`config.mk`:
```
export PLATFORM = sky130hd
export DESIGN_NAME = pyrm_writeback_block_flat
export DESIGN_NICKNAME = d
export VERILOG_FILES = /design/src/rtl/pyrm_writeback_block_if.sv /design/src/rtl/pyrm_writeback_block.sv /design/src/flat_wrapper.sv
export SDC_FILE = /design/constraint.sdc
export NUM_CORES = 1
export LEC_CHECK = 0
export CAP_MARGIN = 20
export CORE_MARGIN = 1
export CORE_UTILIZATION = 40
export CTS_CLUSTER_DIAMETER = 120
export DETAILED_ROUTE_END_ITERATION = 10
export PLACE_DENSITY = 0.66
export SLEW_MARGIN = 5
export SYNTH_ARGS = -nofsm -noshare
export SYNTH_HDL_FRONTEND = slang
export SYNTH_SLANG_ARGS = --single-unit
export TNS_END_PERCENT = 100
```
`constraint.sdc`:
```
create_clock -name clk -period 4.1 [get_ports clk]
set_input_delay 0.82 -clock clk [delete_from_list [all_inputs] [get_ports clk]]
set_output_delay 0.82 -clock clk [all_outputs]
set_load 0.02 [all_outputs]
```
`src/rtl/pyrm_writeback_block_if.sv`:
```
// Writeback stage bus: ALU and load result channels in, paired reg_addr/reg_data write stream out.
interface pyrm_writeback_block_if;
  logic [4:0]  alu_dest_pyri;
  logic [63:0] alu_data_pyri;
  logic        alu_valid_pyri;
  logic        alu_retry_pyro;
  logic [4:0]  ld_dest_pyri;
  logic [63:0] ld_data_pyri;
  logic        ld_valid_pyri;
  logic        ld_retry_pyro;
  logic [63:0] reg_addr_pyro;
  logic        reg_addr_valid_pyro;
  logic        reg_addr_retry_pyri;
  logic [63:0] reg_data_pyro;
  logic        reg_data_valid_pyro;
  logic        reg_data_retry_pyri;

  // Environment side: drives results and consumer stalls.
  modport master (
    output alu_dest_pyri, alu_data_pyri, alu_valid_pyri,
    input  alu_retry_pyro,
    output ld_dest_pyri, ld_data_pyri, ld_valid_pyri,
    input  ld_retry_pyro,
    input  reg_addr_pyro, reg_addr_valid_pyro,
    output reg_addr_retry_pyri,
    input  reg_data_pyro, reg_data_valid_pyro,
    output reg_data_retry_pyri
  );

  // Writeback block side.
  modport slave (
    input  alu_dest_pyri, alu_data_pyri, alu_valid_pyri,
    output alu_retry_pyro,
    input  ld_dest_pyri, ld_data_pyri, ld_valid_pyri,
    output ld_retry_pyro,
    output reg_addr_pyro, reg_addr_valid_pyro,
    input  reg_addr_retry_pyri,
    output reg_data_pyro, reg_data_valid_pyro,
    input  reg_data_retry_pyri
  );
endinterface

```
`src/rtl/pyrm_writeback_block.sv`:
```
// Retire/writeback stage: round-robin merge of ALU and load results into an in-order FIFO
// feeding the decode stage's register-file write stream; x0 writes are absorbed here.
module pyrm_writeback_block #(
  parameter int unsigned DEPTH = 4,
  parameter int unsigned CNT_W = 32
) (
  input  logic                   clk,
  input  logic                   reset_pyri,
  pyrm_writeback_block_if.slave  wb,
  output logic [CNT_W-1:0]       retire_cnt_pyro,
  output logic                   fifo_full_pyro
);

  localparam int unsigned PTR_W  = (DEPTH > 1) ? $clog2(DEPTH) : 1;
  localparam int unsigned CNT_BW = PTR_W + 1;

  logic [4:0]        dest_mem [DEPTH];
  logic [63:0]       data_mem [DEPTH];
  logic [PTR_W-1:0]  wr_ptr;
  logic [PTR_W-1:0]  rd_ptr;
  logic [CNT_BW-1:0] count;
  logic              rr;
  logic [CNT_W-1:0]  retire_cnt;

  logic              out_valid_c;
  logic              pop_c;
  logic              space_c;
  logic              grant_alu_c;
  logic              grant_ld_c;
  logic              push_c;
  logic              rr_next_c;
  logic [4:0]        wr_dest_c;
  logic [63:0]       wr_data_c;

  // Arbitration, retry generation and output presentation.
  always_comb begin
    out_valid_c       = 1'b0;
    pop_c             = 1'b0;
    space_c           = 1'b0;
    grant_alu_c       = 1'b0;
    grant_ld_c        = 1'b0;
    rr_next_c         = rr;
    wb.alu_retry_pyro = 1'b1;
    wb.ld_retry_pyro  = 1'b1;

    out_valid_c = reset_pyri && (count != '0);
    pop_c       = out_valid_c && !wb.reg_addr_retry_pyri && !wb.reg_data_retry_pyri;
    space_c     = (count < CNT_BW'(DEPTH)) || pop_c;

    if (reset_pyri && space_c) begin
      wb.alu_retry_pyro = 1'b0;
      wb.ld_retry_pyro  = 1'b0;
      if (wb.alu_valid_pyri && wb.ld_valid_pyri) begin
        // Contention: rr picks the winner, then priority passes to the loser.
        if (rr) begin
          grant_ld_c        = 1'b1;
          wb.alu_retry_pyro = 1'b1;
          rr_next_c         = 1'b0;
        end else begin
          grant_alu_c       = 1'b1;
          wb.ld_retry_pyro  = 1'b1;
          rr_next_c         = 1'b1;
        end
      end else if (wb.alu_valid_pyri) begin
        grant_alu_c = 1'b1;
      end else if (wb.ld_valid_pyri) begin
        grant_ld_c = 1'b1;
      end
    end

    wr_dest_c = grant_ld_c ? wb.ld_dest_pyri : wb.alu_dest_pyri;
    wr_data_c = grant_ld_c ? wb.ld_data_pyri : wb.alu_data_pyri;
    // x0 results are accepted but never stored.
    push_c    = (grant_alu_c || grant_ld_c) && (wr_dest_c != 5'd0);

    wb.reg_addr_valid_pyro = out_valid_c;
    wb.reg_data_valid_pyro = out_valid_c;
    wb.reg_addr_pyro       = out_valid_c ? {59'd0, dest_mem[rd_ptr]} : 64'd0;
    wb.reg_data_pyro       = out_valid_c ? data_mem[rd_ptr] : 64'd0;
  end

  // Control state: pointers, occupancy, arbitration priority, retire counter.
  always_ff @(posedge clk) begin
    if (!reset_pyri) begin
      wr_ptr     <= '0;
      rd_ptr     <= '0;
      count      <= '0;
      rr         <= 1'b0;
      retire_cnt <= '0;
    end else begin
      rr <= rr_next_c;
      if (push_c) begin
        wr_ptr <= wr_ptr + PTR_W'(1);
      end
      if (pop_c) begin
        rd_ptr     <= rd_ptr + PTR_W'(1);
        retire_cnt <= retire_cnt + CNT_W'(1);
      end
      case ({push_c, pop_c})
        2'b10:   count <= count + CNT_BW'(1);
        2'b01:   count <= count - CNT_BW'(1);
        default: count <= count;
      endcase
    end
  end

  // Entry storage needs no reset; occupancy guards every read.
  always_ff @(posedge clk) begin
    if (push_c) begin
      dest_mem[wr_ptr] <= wr_dest_c;
      data_mem[wr_ptr] <= wr_data_c;
    end
  end

  assign retire_cnt_pyro = retire_cnt;
  assign fifo_full_pyro  = (count == CNT_BW'(DEPTH));

endmodule

```
`src/flat_wrapper.sv`:
```
// flat-port wrapper written by rule: the top's interface ports become plain ports
module pyrm_writeback_block_flat 
#(
  parameter int unsigned DEPTH = 4,
  parameter int unsigned CNT_W = 32
)
  (clk, reset_pyri, retire_cnt_pyro, fifo_full_pyro, wb_alu_dest_pyri, wb_alu_data_pyri, wb_alu_valid_pyri, wb_alu_retry_pyro, wb_ld_dest_pyri, wb_ld_data_pyri, wb_ld_valid_pyri, wb_ld_retry_pyro, wb_reg_addr_pyro, wb_reg_addr_valid_pyro, wb_reg_addr_retry_pyri, wb_reg_data_pyro, wb_reg_data_valid_pyro, wb_reg_data_retry_pyri);
  pyrm_writeback_block_if wb_i ();
  input  logic clk;
  input  logic reset_pyri;
  output logic [CNT_W-1:0] retire_cnt_pyro;
  output logic fifo_full_pyro;
  input wire logic [$bits(wb_i.alu_dest_pyri)-1:0] wb_alu_dest_pyri;
  input wire logic [$bits(wb_i.alu_data_pyri)-1:0] wb_alu_data_pyri;
  input wire logic [$bits(wb_i.alu_valid_pyri)-1:0] wb_alu_valid_pyri;
  output wire logic [$bits(wb_i.alu_retry_pyro)-1:0] wb_alu_retry_pyro;
  input wire logic [$bits(wb_i.ld_dest_pyri)-1:0] wb_ld_dest_pyri;
  input wire logic [$bits(wb_i.ld_data_pyri)-1:0] wb_ld_data_pyri;
  input wire logic [$bits(wb_i.ld_valid_pyri)-1:0] wb_ld_valid_pyri;
  output wire logic [$bits(wb_i.ld_retry_pyro)-1:0] wb_ld_retry_pyro;
  output wire logic [$bits(wb_i.reg_addr_pyro)-1:0] wb_reg_addr_pyro;
  output wire logic [$bits(wb_i.reg_addr_valid_pyro)-1:0] wb_reg_addr_valid_pyro;
  input wire logic [$bits(wb_i.reg_addr_retry_pyri)-1:0] wb_reg_addr_retry_pyri;
  output wire logic [$bits(wb_i.reg_data_pyro)-1:0] wb_reg_data_pyro;
  output wire logic [$bits(wb_i.reg_data_valid_pyro)-1:0] wb_reg_data_valid_pyro;
  input wire logic [$bits(wb_i.reg_data_retry_pyri)-1:0] wb_reg_data_retry_pyri;
  assign wb_i.alu_dest_pyri = wb_alu_dest_pyri;
  assign wb_i.alu_data_pyri = wb_alu_data_pyri;
  assign wb_i.alu_valid_pyri = wb_alu_valid_pyri;
  assign wb_alu_retry_pyro = wb_i.alu_retry_pyro;
  assign wb_i.ld_dest_pyri = wb_ld_dest_pyri;
  assign wb_i.ld_data_pyri = wb_ld_data_pyri;
  assign wb_i.ld_valid_pyri = wb_ld_valid_pyri;
  assign wb_ld_retry_pyro = wb_i.ld_retry_pyro;
  assign wb_reg_addr_pyro = wb_i.reg_addr_pyro;
  assign wb_reg_addr_valid_pyro = wb_i.reg_addr_valid_pyro;
  assign wb_i.reg_addr_retry_pyri = wb_reg_addr_retry_pyri;
  assign wb_reg_data_pyro = wb_i.reg_data_pyro;
  assign wb_reg_data_valid_pyro = wb_i.reg_data_valid_pyro;
  assign wb_i.reg_data_retry_pyri = wb_reg_data_retry_pyri;
  pyrm_writeback_block #(.DEPTH(DEPTH), .CNT_W(CNT_W)) u_core (.clk(clk), .reset_pyri(reset_pyri), .wb(wb_i), .retire_cnt_pyro(retire_cnt_pyro), .fifo_full_pyro(fifo_full_pyro));
endmodule
```
# ---- Word level (Yosys, flattened, before mapping)
# Memory sizes are Yosys's and may differ from the RTL's. A register that Yosys moved wholly into a read port is not among the register bits.
# Index checks and enable logic that the tools add are counted.
dict set report op_classes {
  addsub 5
  n_lt_le_gt_ge 1
  n_eq_ne 3
  reduce_logical 14
  mux 24
}
# cell n
set op_table {}
lappend op_table {{$mux 64} 2}
lappend op_table {{$add 32x1->32 const B} 1}
lappend op_table {{$mux 1} 15}
lappend op_table {{$mux 5} 2}
lappend op_table {{$mux 2} 4}
lappend op_table {{$logic_and 1x1->1} 6}
lappend op_table {{$pmux 3 s2} 1}
lappend op_table {{$reduce_bool 5->1} 1}
lappend op_table {{$add 2x1->2 const B} 2}
lappend op_table {{$add 3x1->3 const B} 1}
lappend op_table {{$eq 3x3->1 const B} 1}
lappend op_table {{$lt 3x3->1 const B} 1}
lappend op_table {{$reduce_bool 3->1} 1}
lappend op_table {{$sub 3x1->3 const B} 1}
lappend op_table {{$eq 2x1->1 const B} 1}
lappend op_table {{$eq 2x2->1 const B} 1}
lappend op_table {{$logic_not 1->1} 2}
lappend op_table {{$logic_or 1x1->1} 2}
lappend op_table {{$reduce_and 2->1} 1}
lappend op_table {{$reduce_bool 2->1} 1}
dict set report totals {
  mem_bits_rw 276
  word_cells 54
  out_inout_bits 165
  ff_bits 40
  in_bits 144
  mem_count 2
}
# name words width rd rd_ports_with_merged_regs write_ports line_no
set memory_table {}
lappend memory_table {u_core.data_mem 4 64 1 1 1 pyrm_writeback_block.sv:18} ;# logic [63:0] data_mem [DEPTH];
lappend memory_table {u_core.dest_mem 4 5 1 1 1 pyrm_writeback_block.sv:17} ;# logic [4:0] dest_mem [DEPTH];

# ---- Logic depth before layout (Yosys ltp)
# Gate-level depths: netlist (run 1).
dict set report logic_depth {
  depth_word 12
  depth_mapped 10
  depth_no_buf 10
}

# ---- Least setup slack after synthesis (run 1)
# Ideal clock, no wire load.
dict set report synth_path {
  path_type {input-to-reg}
  start {input wb_alu_dest_pyri[0]}
  end {memory u_core.data_mem[1][0] (enable)}
  t_required_ns 3.665
  n_path_buf 0
  path_slack_ns 0.513
  cell_stages 4
  arrival_ns 3.152
  path_cell_list {nor3_1 -> a221o_1 -> a21oi_1 -> and2_1}
}
dict set report synth_via {
  elab_chain_len 5
}
# element line_no
set synth_rtl {}
lappend synth_rtl {{from (decl)} flat_wrapper.sv:13} ;# input wire logic [$bits(wb_i.alu_dest_pyri)-1:0] wb_alu_dest_pyri;
lappend synth_rtl {{$mux 5} pyrm_writeback_block.sv:71} ;# wr_dest_c = grant_ld_c ? wb.ld_dest_pyri : wb.alu_dest_pyri;
lappend synth_rtl {{$reduce_bool 5->1} pyrm_writeback_block.sv:74} ;# push_c = (grant_alu_c || grant_ld_c) && (wr_dest_c != 5'd0);
lappend synth_rtl {{$logic_and 1x1->1} pyrm_writeback_block.sv:74}
lappend synth_rtl {{$mux 1} pyrm_writeback_block.sv:109} ;# if (push_c) begin
lappend synth_rtl {{$mux 1 (implied by the code)} pyrm_writeback_block.sv:111} ;# data_mem[wr_ptr] <= wr_data_c;
lappend synth_rtl {{to (decl)} pyrm_writeback_block.sv:18}
# No other way between the ends.

==> results.json, run 1 <==
{
  "hold_violations": 0,
  "max-cap-violations": 0,
  "numCtsBuffers": 34,
  "cp_max_fo": 36,
  "worstPathArrival_ps": 2640,
  "synth_area_leaders": "edfxtp_1, mux4_2, dfxtp_1, mux2_2, and2_1",
  "worst-setup-path-type": "flop to output port",
  "ios": 309,
  "vias": 7641,
  "antennaDiodeCount": 0,
  "holdPathStages": 2,
  "synth_largest_area_cell": "edfxtp_1",
  "rrSetupSlack_ps": 1540,
  "post_synth.cell_area_avg_um2": 17.0,
  "hold_end": "u_core.retire_cnt_pyro[31]$_SDFFE_PN0P_",
  "htreeDepth": 2,
  "final_max_slew_viol_count": 0,
  "peakVddDrop_mv": 0.235,
  "crit_path_end_kind": "output port",
  "yosys.cell_types.count": 55,
  "postRouteAntennaNets": 0,
  "hold_path_class": "flop to flop",
  "drive_gt1_share_pct": 19.9,
  "syn2layout_area_growth_pct": 28.7,
  "synthesis.area_mm2": 0.0139,
  "reg2reg_depth": 9,
  "clkTransAtPathRegs_ps": 60,
  "r2r_start": "u_core.count[2]$_SDFFE_PN0P_",
  "initial_utilization_pct": 41.1,
  "io_buffers": 249,
  "cts_setup_buffers": 0,
  "core_mm2": 0.0338,
  "cts-hold-fix-buffers": 0,
  "gp_congestion": 0.781,
  "cts_buffer_depth": 3,
  "powerDensity_mw_per_mm2": 426,
  "insertion_delay_ps": 500,
  "setup_viol": 0,
  "drt-total-wl_um": 28700,
  "synth_top_area_share_pct": 59.8,
  "fin_crit_ps": 3460,
  "nets": 1229,
  "cts.sinks": 318,
  "die_h_um": 188,
  "dr.pass1.iters": 5,
  "overflow": 0,
  "yosys_warnings": 0,
  "cts_root_buf": "clkbuf_16",
  "max-slew-margin-rel_pct": 63.2,
  "first_iter_violations": 485,
  "min_from": "u_core.retire_cnt_pyro[31]$_SDFFE_PN0P_",
  "worst_slew_pin_slew_ps": 552,
  "synthArstFlopShare_pct": 0,
  "wl_per_cell_um": 18.5,
  "final_cells": 1546,
  "leakage_nw": 5.94,
  "ys_seq_area_share_pct": 65.8,
  "fin_crit_sh_pct": 84.5,
  "fp.dieW_um": 188,
  "synth_commonest_cells": "edfxtp_1, and2_1, mux4_2",
  "cpMaxStageDelayCell": "mux4_2",
  "ys.flop_type": "edfxtp_1",
  "tns_ps": 0,
  "start_kind": "flop",
  "std_cell_rows": 67,
  "grt_first_pass_wirelength_um": 44300,
  "cp_top_family": "buffers and inverters",
  "drc": 0,
  "fmax_mhz": 289,
  "synthCells": 816,
  "synth_edf_count": 276,
  "path_buf_inv": 2,
  "placed_cells": 1490,
  "grt_usage_pct": 16.2,
  "grt_start_max_net_pins": 51,
  "rsz0062_at_grt": "no",
  "ys_seq_elements": 318,
  "via_per_inst": 4.94,
  "worst_ep_required_time_ps": 3280,
  "first_global_vias": 7850,
  "status": "finished, final reports clean",
  "skew_ps": 17.9,
  "rr_endpoint": "u_core.count[2]$_SDFFE_PN0P_",
  "post-synth-top-count-cell": "edfxtp_1",
  "place_hpwl_um": 18600,
  "critPathMaxStageDelay_ps": 580,
  "grt_antenna_before_repair": 0,
  "dieArea_mm2": 0.0354,
  "cts_resized": 0,
  "tritoncts": "yes",
  "path_cells": "buf_12 > mux4_2 > and2_1 > clkdlybuf4s50_1"
}
[worst min-delay path: cells and delay by family (launching register included)]
family,cells,cell delay (ps)
muxes,1,50
DFF,1,320
and+or+nand+nor,1,50
[routing by layer]
metal	up-vias	global-route usage [%]	part of all wire (%)
li1	3535	-	-
met1	3811	22.0	45
met2	263	27.3	49
met3	32	2.51	4.5
met4	0	4.22	1.6
met5	-	0	0
[state kept, by name (all words and copies together) (netlist names), named ones only]
signal                  flops
u_core.data_mem           256
u_core.retire_cnt_pyro     32
u_core.rd_ptr               2
u_core.dest_mem            20
u_core.rr                   1
u_core.wr_ptr               2
u_core.count                3
[placed cells by master, fill, tap and decap left out, types with 3 or more instances in the layout]
master	instances
edfxtp_1	276
clkdlybuf4s50_1	245
and2_1	100
mux4_2	69
mux2_2	59
conb_1	59
dfxtp_1	40
clkbuf_16	35
xnor2_1	20
nand2_1	17
buf_4	14
nand4_1	12
inv_1	11
mux2_1	10
nand3_1	10
o21ai_0	8
xor2_1	8
buf_12	8
nor3_1	6
ha_1	6
clkbuf_1	6
and3_1	5
a21boi_1	5
or3_1	5
and2_4	4
clkinv_2	4
clkinv_1	4
bufinv_16	4
nor4_1	3
[metrics by stage]
step / hold slack (ps) / util [%] / power [mW] / area, µm² / setup slack, ps
final: 470 / 52.8 / 7.60 / 17800 / 637
after global routing: 498 / 52.8 / 7.87 / 17800 / 478
after CTS: 474 / 52.8 / 7.69 / 17800 / 553
after detailed placement: 465 / 49.6 / 4.71 / 16800 / 606
after global placement: 459 / 49.6 / 4.70 / 16800 / 576
after floorplan: 469 / - / 4.33 / 14100 / 513
[cell type report]
class	instances	area [µm²]
clock buffers	41	898
clock inverters	15	176
fillers	2748	15900
inverters	11	41.3
multi-input cells	446	4320
flip-flops and latches	318	9140
well taps	448	561
repair buffers	267	2720
[how the worst max path moves through the flow]
stage                        start  slack, ps  depth (start not counted)                         endpoint
2_1_floorplan  wb_alu_dest_pyri[0]        510                          4  u_core.data_mem[1][0]$_DFFE_PP_
3_5_place_dp    wb_ld_dest_pyri[3]        610                         11     u_core.count[2]$_SDFFE_PN0P_
3_3_place_gp    wb_ld_dest_pyri[3]        580                         11     u_core.count[2]$_SDFFE_PN0P_
6_report                      flop        640                          4             wb_reg_data_pyro[18]
5_1_grt                       flop        480                          4             wb_reg_data_pyro[19]
4_1_cts                       flop        550                          4             wb_reg_data_pyro[19]
[report_power, final]
group          internal, mW  switching (mW)
combinational         0.428           0.453
sequential             3.71          0.0396
clock                  1.80            1.17
[logic make-up (layout without fill, tap and decap cells)]
logic type	count (synthesis)	count (layout)	synth area share, %
flops	318	318	65.8
compound gates	28	28	1.38
simple gates	185	185	8.60
buf+inv	110	334	4.84
fa+ha+maj	7	7	0.686
mux	139	139	16.9
xor+xnor	28	28	1.77
other cells	1	59	0.0270
(Power assumes the default switching activity.)
==> inputs of run 2 (changes only) <==
Clock period 4.1 ns to 3.5 ns, I/O delays scaled along.
==> run 2 against run 1 <==
  * Sequential share of layout area is 0.74 points lower
  * First-iteration DRC count is 11% lower
  * Core utilization is 0.77 points higher
  * Critical endpoint is now wb_reg_data_pyro[19]
  * Sequential power is 17% higher
  * Die area stayed put
  * Non-clock buffer count is 6 higher
  * Clock skew is 5.6 ps lower
  * Register-to-register slack worse by 340 ps
  * Setup slack worse by 420 ps
  * Largest power group unchanged
  * Final cell count is 0.91% higher
==> results.json, run 2 (synthesis results as in run 1) <==
{
  "max-cap-violations": 0,
  "status": "finished, final reports clean",
  "postRouteAntennaNets": 0,
  "fp.dieW_um": 188,
  "fmax_mhz": 304,
  "placed_cells": 1496,
  "comb_power_share_pct": 11.3,
  "htreeDepth": 2,
  "nets": 1236,
  "drc": 0,
  "rsz0062_at_grt": "no",
  "powerDensity_mw_per_mm2": 512,
  "worstPathArrival_ps": 2590,
  "gp_congestion": 0.806,
  "p_seq_share_pct": 47.3,
  "cp_top_family": "buffers and inverters",
  "p_int_mw": 7.26,
  "tritoncts": "yes",
  "worst-setup-path-type": "flop to output port",
  "skew_ps": 12.3,
  "final_common_cell": "edfxtp_1",
  "fin_crit_sh_pct": 93.9,
  "start_kind": "flop",
  "cp_max_fo": 44,
  "antennaDiodeCount": 0,
  "dr.pass1.iters": 4,
  "largest_reg_flops": 256,
  "first_global_vias": 7800,
  "fin_hold_ws_ps": 474,
  "tns_ps": 0,
  "place_hpwl_um": 18900,
  "std_cell_rows": 67,
  "drive_gt1_share_pct": 20.9,
  "switchingPower_mw": 2.02,
  "grt_usage_pct": 16.3,
  "final_max_slew_viol_count": 0,
  "peakVddDrop_mv": 0.370,
  "pwr-share-clk_pct": 41.4,
  "worst_slew_pin_slew_ps": 582,
  "path_buf_inv": 2,
  "cts_buffer_depth": 3,
  "io_buffers": 249,
  "cpMaxStageDelayCell": "mux4_2",
  "initial_utilization_pct": 41.1,
  "crit_path_end_kind": "output port",
  "core_mm2": 0.0338,
  "worst_ep_required_time_ps": 2800,
  "path_cells": "buf_12 > mux4_2 > and2_1 > clkdlybuf4s50_1",
  "cts_resized": 0,
  "grt_first_pass_wirelength_um": 44300,
  "leakage_nw": 6.06,
  "grt_antenna_before_repair": 0,
  "final_cells": 1560,
  "cts-hold-fix-buffers": 0,
  "overflow": 0,
  "cts.sinks": 318,
  "max-slew-margin-rel_pct": 61.2,
  "vias": 7646,
  "numCtsBuffers": 35,
  "hold_violations": 0,
  "dieArea_mm2": 0.0354,
  "clkTransAtPathRegs_ps": 60,
  "layout_common_cells": "edfxtp_1, clkdlybuf4s50_1, and2_1",
  "via_per_inst": 4.90,
  "finish.utilization_pct": 53.6,
  "regMostFlops": "u_core.data_mem",
  "hold_path_class": "flop to flop",
  "drt-total-wl_um": 28500,
  "cts_setup_buffers": 0,
  "cts_root_buf": "clkbuf_16",
  "fin_crit_ps": 3290,
  "swShare_pct": 21.8,
  "critPathMaxStageDelay_ps": 610,
  "grt_start_max_net_pins": 53,
  "syn2layout_area_growth_pct": 30.5,
  "die_h_um": 188,
  "ios": 309,
  "wl_per_cell_um": 18.3,
  "insertion_delay_ps": 510,
  "setup_viol": 0,
  "first_iter_violations": 431
}
## run 2: area by class of cell
cell class / count / area, µm²
Clock buffer: 38 / 908
Multi-Input combinational cell: 446 / 4320
Sequential cell: 318 / 9140
Fill cell: 2740 / 15700
Timing Repair Buffer: 273 / 2830
Tap cell: 448 / 561
Clock inverter: 26 / 319
Inverter: 11 / 41.3
## run 2: per-stage QoR
step | worst slack (ps) | total power [mW] | instance area [µm²]
6_report | 215 | 9.28 | 18100
5_1_grt | 104 | 9.62 | 18100
4_1_cts | 165 | 9.40 | 18100
3_5_place_dp | 120 | 5.54 | 16900
3_3_place_gp | 169 | 5.52 | 16900
2_1_floorplan | 33.4 | 5.08 | 14100
## run 2: power groups by stage
stage | combinational (mW) | sequential (mW) | clock (mW)
3_3_place_gp | 1.06 | 4.46 | 0
6_report | 1.05 | 4.39 | 3.85
3_5_place_dp | 1.07 | 4.47 | 0
4_1_cts | 1.07 | 4.39 | 3.94
5_1_grt | 1.13 | 4.40 | 4.09
2_1_floorplan | 0.614 | 4.46 | 0
## run 2: final timing paths
path,start,slack [ps],cells after the start,end
worst max-delay path,flop,210,4,wb_reg_data_pyro[19]
worst max register to register,u_core.count[2]$_SDFFE_PN0P_,1200,9,u_core.count[2]$_SDFFE_PN0P_
worst min-delay path,u_core.retire_cnt_pyro[31]$_SDFFE_PN0P_,470,2,u_core.retire_cnt_pyro[31]$_SDFFE_PN0P_
worst min register to register,u_core.retire_cnt_pyro[31]$_SDFFE_PN0P_,470,2,u_core.retire_cnt_pyro[31]$_SDFFE_PN0P_
## run 2: per-layer routing
| metal | vias to the layer above | part of all wire, % | GRT usage, % |
|---|---|---|---|
| li1 | 3555 | - | - |
| met4 | 0 | 2.1 | 5.19 |
| met1 | 3763 | 43 | 22.0 |
| met5 | - | 0 | 0 |
| met2 | 286 | 48 | 26.6 |
| met3 | 42 | 6.1 | 3.00 |
## run 2: worst min-delay path, cell delays in order (launching register included)
cell and delay, ps:
dfxtp_1 320, nand2_1 50, mux2i_1 50
==> inputs of run 3 (changes only) <==
Settings changed: CORE_UTILIZATION 40 to 45, PLACE_DENSITY 0.66 to 0.73.
==> run 3 against run 2 <==
  * Final cell count down 4.4%
  * Largest cell class unchanged
  * Global-route usage up 1.2 points
  * Sequential power about the same
  * Largest power group unchanged
  * Cell area is 2.0% lower
  * Register-to-register slack worse by 40 ps
  * Clock power is 20% lower
==> results.json, run 3 (synthesis results as in run 1) <==
{
  "status": "finished, final reports clean",
  "cts_buffer_depth": 3,
  "overflow": 0,
  "rsz0062_at_grt": "no",
  "cp_max_fo": 21,
  "path_cells": "buf_12 > mux4_2 > and2_1 > clkdlybuf4s50_1",
  "insertion_delay_ps": 540,
  "worstPathArrival_ps": 2610,
  "drive_gt1_share_pct": 19.2,
  "max-cap-violations": 0,
  "regMostFlops": "u_core.data_mem",
  "worst_ep_required_time_ps": 2800,
  "via_per_inst": 5.09,
  "nets": 1229,
  "die_h_um": 178,
  "std_cell_rows": 63,
  "drc": 0,
  "place_hpwl_um": 17600,
  "tns_ps": 0,
  "hold_violations": 0,
  "path_buf_inv": 2,
  "vias": 7593,
  "grt_usage_pct": 17.4,
  "syn2layout_area_growth_pct": 27.9,
  "layout_common_cells": "edfxtp_1, clkdlybuf4s50_1, and2_1",
  "initial_utilization_pct": 46.3,
  "p_total_mw": 8.51,
  "cpMaxStageDelayCell": "mux4_2",
  "fmax_mhz": 302,
  "leakage_nw": 5.90,
  "rrSetupSlack_ps": 1160,
  "hold_path_class": "flop to flop",
  "gp_congestion": 0.854,
  "powerDensity_mw_per_mm2": 479,
  "reg2reg_depth": 9,
  "antennaDiodeCount": 0,
  "peakVddDrop_mv": 0.284,
  "wl_per_cell_um": 18.3,
  "largest_reg_flops": 256,
  "start_kind": "flop",
  "cts_setup_buffers": 0,
  "fin_crit_ps": 3310,
  "holdPathStages": 2,
  "multi_input_area_mm2": 0.00432,
  "clkTransAtPathRegs_ps": 60,
  "grt_start_max_net_pins": 70,
  "htreeDepth": 1,
  "rr_endpoint": "u_core.count[2]$_SDFFE_PN0P_",
  "grt_first_pass_wirelength_um": 42200,
  "fin_crit_sh_pct": 94.6,
  "min_from": "u_core.retire_cnt_pyro[31]$_SDFFE_PN0P_",
  "nFillCells": 2266,
  "tritoncts": "yes",
  "first_iter_violations": 360,
  "cts_root_buf": "clkbuf_16",
  "cts-hold-fix-buffers": 0,
  "cts.sinks": 318,
  "drt-total-wl_um": 27200,
  "core_mm2": 0.0300,
  "numCtsBuffers": 30,
  "final_common_cell": "edfxtp_1",
  "setup_viol": 0,
  "grt_antenna_before_repair": 0,
  "cts_resized": 0,
  "postRouteAntennaNets": 0,
  "skew_ps": 8.74,
  "timing.final.ws_setup_ps": 190,
  "hold_end": "u_core.retire_cnt_pyro[31]$_SDFFE_PN0P_",
  "cp_top_family": "buffers and inverters",
  "crit_path_end_kind": "output port",
  "worst-setup-path-type": "flop to output port",
  "r2r_start": "u_core.count[2]$_SDFFE_PN0P_",
  "seq_area_mm2": 0.00914,
  "critPathMaxStageDelay_ps": 560,
  "final_max_slew_viol_count": 0,
  "dp_slack_ps": 138,
  "fp.dieW_um": 178,
  "dieArea_mm2": 0.0315,
  "first_global_vias": 7757,
  "io_buffers": 249,
  "ios": 309,
  "dr.pass1.iters": 4
}
## run 3: cell count changes in the layout (fill, tap and decap cells not counted)
cell / change
buf_4: -7
bufinv_16: -5
inv_6: -1
clkbuf_16: -5
clkdlybuf4s50_1: +4
clkinv_8: -1
clkinv_1: -2
clkinvlp_4: -1
clkbuf_1: +8
clkinv_2: -2
buf_12: +1
## run 3: tightest hold or removal path, stage by stage, from the launching register on
cell and delay, ps:
dfxtp_1 320, nand2_1 50, mux2i_1 50
## run 3: layout make-up
type	count	area share, %
Sequential cell	318	51.5
Multi-Input combinational cell	446	24.3
Timing Repair Buffer	271	16.0
Clock buffer	41	4.58
Tap cell	390	2.75
Clock inverter	14	0.670
Inverter	11	0.233
## run 3: through the flow
stage          utilization (%)  hold slack (ps)  instances  area, µm²
2_1_floorplan                -              469        874      14100
3_3_place_gp              56.1              457       1436      16800
3_5_place_dp              56.1              467       1436      16800
4_1_cts                   59.2              479       1491      17700
5_1_grt                   59.2              506       1491      17700
6_report                  59.2              475       1491      17700
## run 3: report_power, final
part / total [mW] / internal, mW / switching [mW]
Clock: 3.07 / 1.77 / 1.31
Sequential: 4.39 / 4.34 / 0.0485
Combinational: 1.04 / 0.519 / 0.521
Total: 8.51 / 6.63 / 1.88
## run 3: worst max path at each step
stage,startpoint,to,slack (ps),depth (start not counted)
detailed placement,wb_ld_dest_pyri[1],u_core.count[2]$_SDFFE_PN0P_,140,11
finish,flop,wb_reg_data_pyro[18],190,4
CTS,flop,wb_reg_data_pyro[0],110,4
global route,flop,wb_reg_data_pyro[19],70,4
global placement,wb_ld_dest_pyri[1],u_core.count[2]$_SDFFE_PN0P_,210,11
floorplan,wb_alu_dest_pyri[0],u_core.data_mem[1][0]$_DFFE_PP_,30,4
## run 3: layer usage
layer / vias to the layer above / global-route usage [%] / wire [µm]
li1: 3527 / - / -
met5: - / 0 / 0
met3: 36 / 3.13 / 1690
met1: 3744 / 22.7 / 11500
met4: 0 / 4.17 / 430
met2: 286 / 30.2 / 13600
